## src/rtl/hex_word_serializer_pkg.sv

```systemverilog
// Shared types and constants for the hex word serializer.
// The CR/LF states only exist when HEX_SER_EOL_EN is defined; otherwise the state is a single bit.
package hex_ser_pkg;

`ifdef HEX_SER_EOL_EN
  typedef enum logic [1:0] {
    IDLE  = 2'd0,
    DIGIT = 2'd1,
    CR    = 2'd2,
    LF    = 2'd3
  } state_e;
`else
  typedef enum logic {
    IDLE  = 1'b0,
    DIGIT = 1'b1
  } state_e;
`endif

  localparam logic [7:0] ASCII_ZERO = 8'h30;
  localparam logic [7:0] ASCII_A_LO = 8'h61;
  localparam logic [7:0] ASCII_A_UP = 8'h41;
  localparam logic [7:0] ASCII_CR   = 8'h0D;
  localparam logic [7:0] ASCII_LF   = 8'h0A;

  // A single-nibble word still needs a one-bit counter.
  function automatic int cnt_width(input int nibbles);
    return (nibbles > 1) ? $clog2(nibbles) : 1;
  endfunction

endpackage

```

## src/rtl/hex_word_serializer_nibble.sv

```systemverilog
// Combinational 4-bit value to ASCII hex digit; UPPER selects 'A'..'F' over 'a'..'f'.
// Zero latency, no handshake.
module nibble_to_ascii
  import hex_ser_pkg::*;
#(
  parameter int UPPER = 0
) (
  input  logic [3:0] nib_i,
  output logic [7:0] char_o
);

  always_comb begin
    if (nib_i < 4'd10) begin
      char_o = ASCII_ZERO + {4'd0, nib_i};
    end else if (UPPER != 0) begin
      char_o = ASCII_A_UP + {4'd0, nib_i} - 8'd10;
    end else begin
      char_o = ASCII_A_LO + {4'd0, nib_i} - 8'd10;
    end
  end

endmodule

```

## src/rtl/hex_word_serializer.sv

```systemverilog
// Word in, ASCII hex characters out MSB nibble first; first character one cycle after acceptance.
// Characters hold while char_ready is low; din_ready is high when idle or on the final character. Optional CR/LF: HEX_SER_EOL_EN.
module hex_word_serializer
  import hex_ser_pkg::*;
#(
  parameter int WIDTH = 16,
  parameter int UPPER = 0
) (
  input  logic             clk,
  input  logic             rst_n,
  input  logic [WIDTH-1:0] din,
  input  logic             din_valid,
  output logic             din_ready,
  output logic [7:0]       char_out,
  output logic             char_valid,
  input  logic             char_ready,
  output logic             busy
);

  localparam int NIB   = WIDTH / 4;
  localparam int CNT_W = cnt_width(NIB);
  localparam logic [CNT_W-1:0] CNT_LAST = CNT_W'(NIB - 1);
  localparam logic [CNT_W-1:0] CNT_ONE  = CNT_W'(1);

  state_e           state_q, state_d;
  logic [WIDTH-1:0] shift_q, shift_d;
  logic [CNT_W-1:0] cnt_q, cnt_d;
  logic [7:0]       char_q, char_d;
  logic             vld_q;
  logic             busy_q;
  logic [7:0]       nib_char;
  logic             word_done;
  logic             load;

  // The last character of a word is leaving this cycle.
  always_comb begin
    word_done = 1'b0;
`ifdef HEX_SER_EOL_EN
    if (state_q == LF) word_done = char_ready;
`else
    if (state_q == DIGIT && cnt_q == '0) word_done = char_ready;
`endif
  end

  assign din_ready = (state_q == IDLE) || word_done;
  assign load      = din_valid && din_ready;

  always_comb begin
    state_d = state_q;
    shift_d = shift_q;
    cnt_d   = cnt_q;
    if (load) begin
      state_d = DIGIT;
      shift_d = din;
      cnt_d   = CNT_LAST;
    end else if (word_done) begin
      state_d = IDLE;
      shift_d = '0;
      cnt_d   = '0;
    end else begin
      case (state_q)
        DIGIT: begin
          if (char_ready) begin
            shift_d = shift_q << 4;
`ifdef HEX_SER_EOL_EN
            if (cnt_q == '0) state_d = CR;
            else cnt_d = cnt_q - CNT_ONE;
`else
            cnt_d = cnt_q - CNT_ONE;
`endif
          end
        end
`ifdef HEX_SER_EOL_EN
        CR: begin
          if (char_ready) state_d = LF;
        end
`endif
        default: ;
      endcase
    end
  end

  // Convert the upcoming top nibble so char_out can be a plain register.
  nibble_to_ascii #(
    .UPPER(UPPER)
  ) u_nib (
    .nib_i (shift_d[WIDTH-1 -: 4]),
    .char_o(nib_char)
  );

  always_comb begin
    char_d = 8'h00;
    case (state_d)
      DIGIT:   char_d = nib_char;
`ifdef HEX_SER_EOL_EN
      CR:      char_d = ASCII_CR;
      LF:      char_d = ASCII_LF;
`endif
      default: char_d = 8'h00;
    endcase
  end

  always_ff @(posedge clk or negedge rst_n) begin
    if (!rst_n) begin
      state_q <= IDLE;
      shift_q <= '0;
      cnt_q   <= '0;
      char_q  <= 8'h00;
      vld_q   <= 1'b0;
      busy_q  <= 1'b0;
    end else begin
      state_q <= state_d;
      shift_q <= shift_d;
      cnt_q   <= cnt_d;
      char_q  <= char_d;
      vld_q   <= (state_d != IDLE);
      busy_q  <= (state_d != IDLE);
    end
  end

  assign char_out   = char_q;
  assign char_valid = vld_q;
  assign busy       = busy_q;

endmodule

```

## config.mk

```make
export PLATFORM = sky130hd
export DESIGN_NAME = hex_word_serializer
export DESIGN_NICKNAME = d
export VERILOG_FILES = /design/src/rtl/hex_word_serializer_pkg.sv /design/src/rtl/hex_word_serializer_nibble.sv /design/src/rtl/hex_word_serializer.sv
export SDC_FILE = /design/constraint.sdc
export NUM_CORES = 1
export LEC_CHECK = 0
export CAP_MARGIN = 30
export CORE_UTILIZATION = 47
export DETAILED_ROUTE_END_ITERATION = 6
export PLACE_DENSITY = 0.75
export SYNTH_ARGS = -nofsm -noshare
export SYNTH_HDL_FRONTEND = slang
export SYNTH_SLANG_ARGS = --single-unit
```

## constraint.sdc

```tcl
create_clock -name clk -period 2.6 [get_ports clk]
set_input_delay 0.78 -clock clk [delete_from_list [all_inputs] [get_ports clk]]
set_output_delay 0.78 -clock clk [all_outputs]
set_load 0.01 [all_outputs]
```

==> results by group, run 1 <==
Floorplan
  – Die ar.: 0.00271 sq mm
  – Placeable Area: 0.00230 sq mm
  – Starting density of the core: 51.3%
  – Cell Rows: 17
  – Die Y: 52.1 um
  – DIE WIDTH: 52.1 um
  – IO Pins: 31

Layout
  – Layout area overhead: 38.2%
  – Post-Layout Cell Count: 176
  – Final nets: 170
  – Ant diodes: 0
  – Final Instance Area: 0.00163 sq mm
  – Layout cells sized above 1: 19.6%

Synth
  – Cell area after synthesis: 0.00118 sq mm
  – Syn nets: 125
  – Ys Warns: 0
  – #FFs+latches synth: 26
  – Synth unique cells: 28
  – Sequential cell area fraction in the yosys report: 55.2%
  – Syn avg cell area: 11.3 sq um
  – Synth Instances: 104

Detailed routing
  – Vias: 960
  – Initial DRT Pass Iterations: 7
  – WL final: 2480 um
  – Post-route ant nets: 0
  – Vias per cell: 5.45
  – WL per Instance: 14.1 um
  – Drt first-iter violations: 42
  – Residual DRC count: 0

Setup path
  – Critical-path top delay cell: clkdlybuf4s50_1
  – Family with the most delay on the worst path: buffers and inverters
  – Crit-path max FO: 2
  – Crit path kind: in2out
  – WP data arrival: 1.71 ns
  – Max incr delay on CP: 0.43 ns
  – Worst-path cell chain: clkdlybuf4s50_1 > a21bo_4 > dlygate4sd2_1
  – Critical path buffers and inverters: 2
  – Nature of the critical path endpoint: output port
  – Crit start category: input pin
  – CP Data Required Time: 1.82 ns

Timing
  – Setup tns final: 0 ns
  – Rel. slew slack: 37.2%
  – # setup viols final: 0
  – Max Freq: 0.402 GHz
  – Final Cycle Share: 95.6%
  – Final worst clock skew: 0.000981 ns
  – Worst-Margin Slew: 0.916 ns
  – Fin crit period: 2.49 ns
  – Max Slew Vio Count: 0
  – RSZ-0062 raised after global routing: no
  – Final hold vios: 0
  – Worst hold slack: 0.519 ns

CTS
  – Total setup buffers inserted after CTS: 0
  – CTS Root Cell: clkbuf_4
  – TritonCTS clock tree: done
  – Clk Latency, worst-skew pair: 0.31 ns
  – H-tree depth: 1
  – Clock sink count: 26
  – Total CTS buffers: 3
  – Clock slew at reported path FFs: 0.13 ns
  – Max Buffers Root-to-Sink: 2

GRT
  – Remaining global-route overflow: 0
  – Pin count of the biggest net entering global routing: 27
  – First-pass GRT wire length: 4060 um
  – Initial antenna violation count: 0
  – Vias in the first global route: 934
  – Total global-route track usage: 21.1%

Placement
  – Placed Area: 0.00159 sq mm
  – PortBufs: 29
  – DP Wirelength: 1910 um
  – Cell count after placement: 172
  – GP Congestion: 0.767

Hold path
  – Hold Crit Class: reg2reg

Run status
  – Status: finished clean

Pwr
  – Peak VDD IR: 522 uV
  – Leakage: 0.000820 uW
  – Pwr dens: 942 mW/mm^2
  – Overall power: 1530 uW

Flow run
  – Maxcap violations: 0
==> where the power goes <==
part / total, uW / switching [uW] / internal [uW]
Clock: 196 / 111 / 85.6
Sequential: 620 / 72.9 / 547
Combinational: 717 / 325 / 393
Total: 1530 / 509 / 1030
==> final cells by class <==
type | count | area (sq um)
Fill cell | 179 | 668
Sequential cell | 26 | 651
Timing Repair Buffer | 47 | 424
Multi-Input combinational cell | 55 | 423
Inverter | 16 | 60.1
Clock buffer | 4 | 36.3
Tap cell | 28 | 35.0
==> layer usage <==
layer / share of wire (%) / track usage (%) / vias up
li1: - / - / 454
met1: 43 / 25.5 / 481
met2: 53 / 37.2 / 23
met3: 3.3 / 3.51 / 2
met4: 0.64 / 8.11 / 0
met5: 0 / 0 / -
==> worst register-to-register path: stages, from the launching register on <==
cell and delay, ns:
dfrtp_1 0.43, inv_1 0.07, ha_1 0.33, a21bo_4 0.18
buf_4 0.11, and2_4 0.21, mux2i_4 0.26, inv_2 0.05
or4_1 0.47, a21oi_1 0.15
==> cells by family (layout without fill, tap and decap cells) <==
logic type | after synthesis | in the layout | share of synthesized area (%)
simple gates | 20 | 20 | 9.34
fa+ha+maj | 1 | 1 | 1.06
other cells | 1 | 1 | 0.318
buf+inv | 23 | 67 | 8.92
flops | 26 | 26 | 55.2
mux | 8 | 8 | 8.17
compound gates | 25 | 25 | 17.0
==> final timing paths <==
path,from,cells past startpoint,slack [ns],end
max in group asynchronous,rst_n,2,1.55,shift_q[15]
max,char_ready,3,0.11,din_ready
min,shift_q[9],2,0.52,shift_q[9]
min reg2reg,shift_q[9],2,0.52,shift_q[9]
max reg2reg,cnt_q[0],9,0.29,char_out[1]
min in group asynchronous,rst_n,2,0.81,cnt_q[0]
==> metrics by stage <==
| stage | util (%) | setup slack [ns] |
|---|---|---|
| after detailed placement | 69.4 | -0.181 |
| after global placement | 69.4 | -0.114 |
| final | 70.9 | 0.113 |
| after floorplan | - | 0.437 |
| after CTS | 70.9 | 0.107 |
| after global routing | 70.9 | 0.0304 |
==> Yosys cell counts (all sizes together) <==
master	number	area, sq um
a2111o	1	11.3
a211oi	1	7.51
a21bo	1	16.3
a21oi	5	25.0
a222oi	8	80.1
a22o	4	35.0
and2	1	8.76
and3	1	6.26
and4b	1	10.0
buf	4	33.8
clkbuf	3	11.3
conb	1	3.75
dfrtp	26	651
ha	1	12.5
inv	16	60.1
mux2	3	33.8
mux2i	5	62.6
nand2	4	15.0
nand3	2	10.0
nor2	2	7.51
nor2b	4	25.0
nor3	4	20.0
o21ai	5	25.0
or4	1	7.51
==> what timing repair did <==
action | 4_1_cts | 5_1_grt
setup endpoints to repair | 1 | 0
resized for setup | 1 | 0
hold buffers | 0 | 0
==> cells in the final DEF, fill, tap and decap left out, drive strengths merged <==
cell,netlist,layout
o21ai,5,5
a22o,4,4
nand2,4,4
a222oi,8,8
conb,1,1
a211oi,1,1
nand3,2,2
a21oi,5,5
clkdlybuf4s50,0,28
a21bo,1,1
or4,1,1
and3,1,1
nor2b,4,4
dlygate4sd2,0,1
and4b,1,1
clkbuf,3,4
nor2,2,2
inv,16,16
nor3,4,4
and2,1,1
ha,1,1
buf,4,18
dfrtp,26,26
mux2,3,3
mux2i,5,5
a2111o,1,1
==> flip-flops by register name, summed over array words and instances, names as in the netlist <==
register	cells
busy	1
char_out	7
cnt_q	2
shift_q	16
No activity file was read; power rests on OpenSTA's default activity.
==> run 2: changes to the inputs <==
--- a/config.mk
+++ b/config.mk
@@ -5,7 +5,7 @@
 export SDC_FILE = /design/constraint.sdc
 export NUM_CORES = 1
 export LEC_CHECK = 0
-export CAP_MARGIN = 30
+export CAP_MARGIN = 20
 export CORE_UTILIZATION = 47
 export DETAILED_ROUTE_END_ITERATION = 6
 export PLACE_DENSITY = 0.75
==> results of run 2 <==
The final DEF is identical to that of run 1; final timing and power are the same.
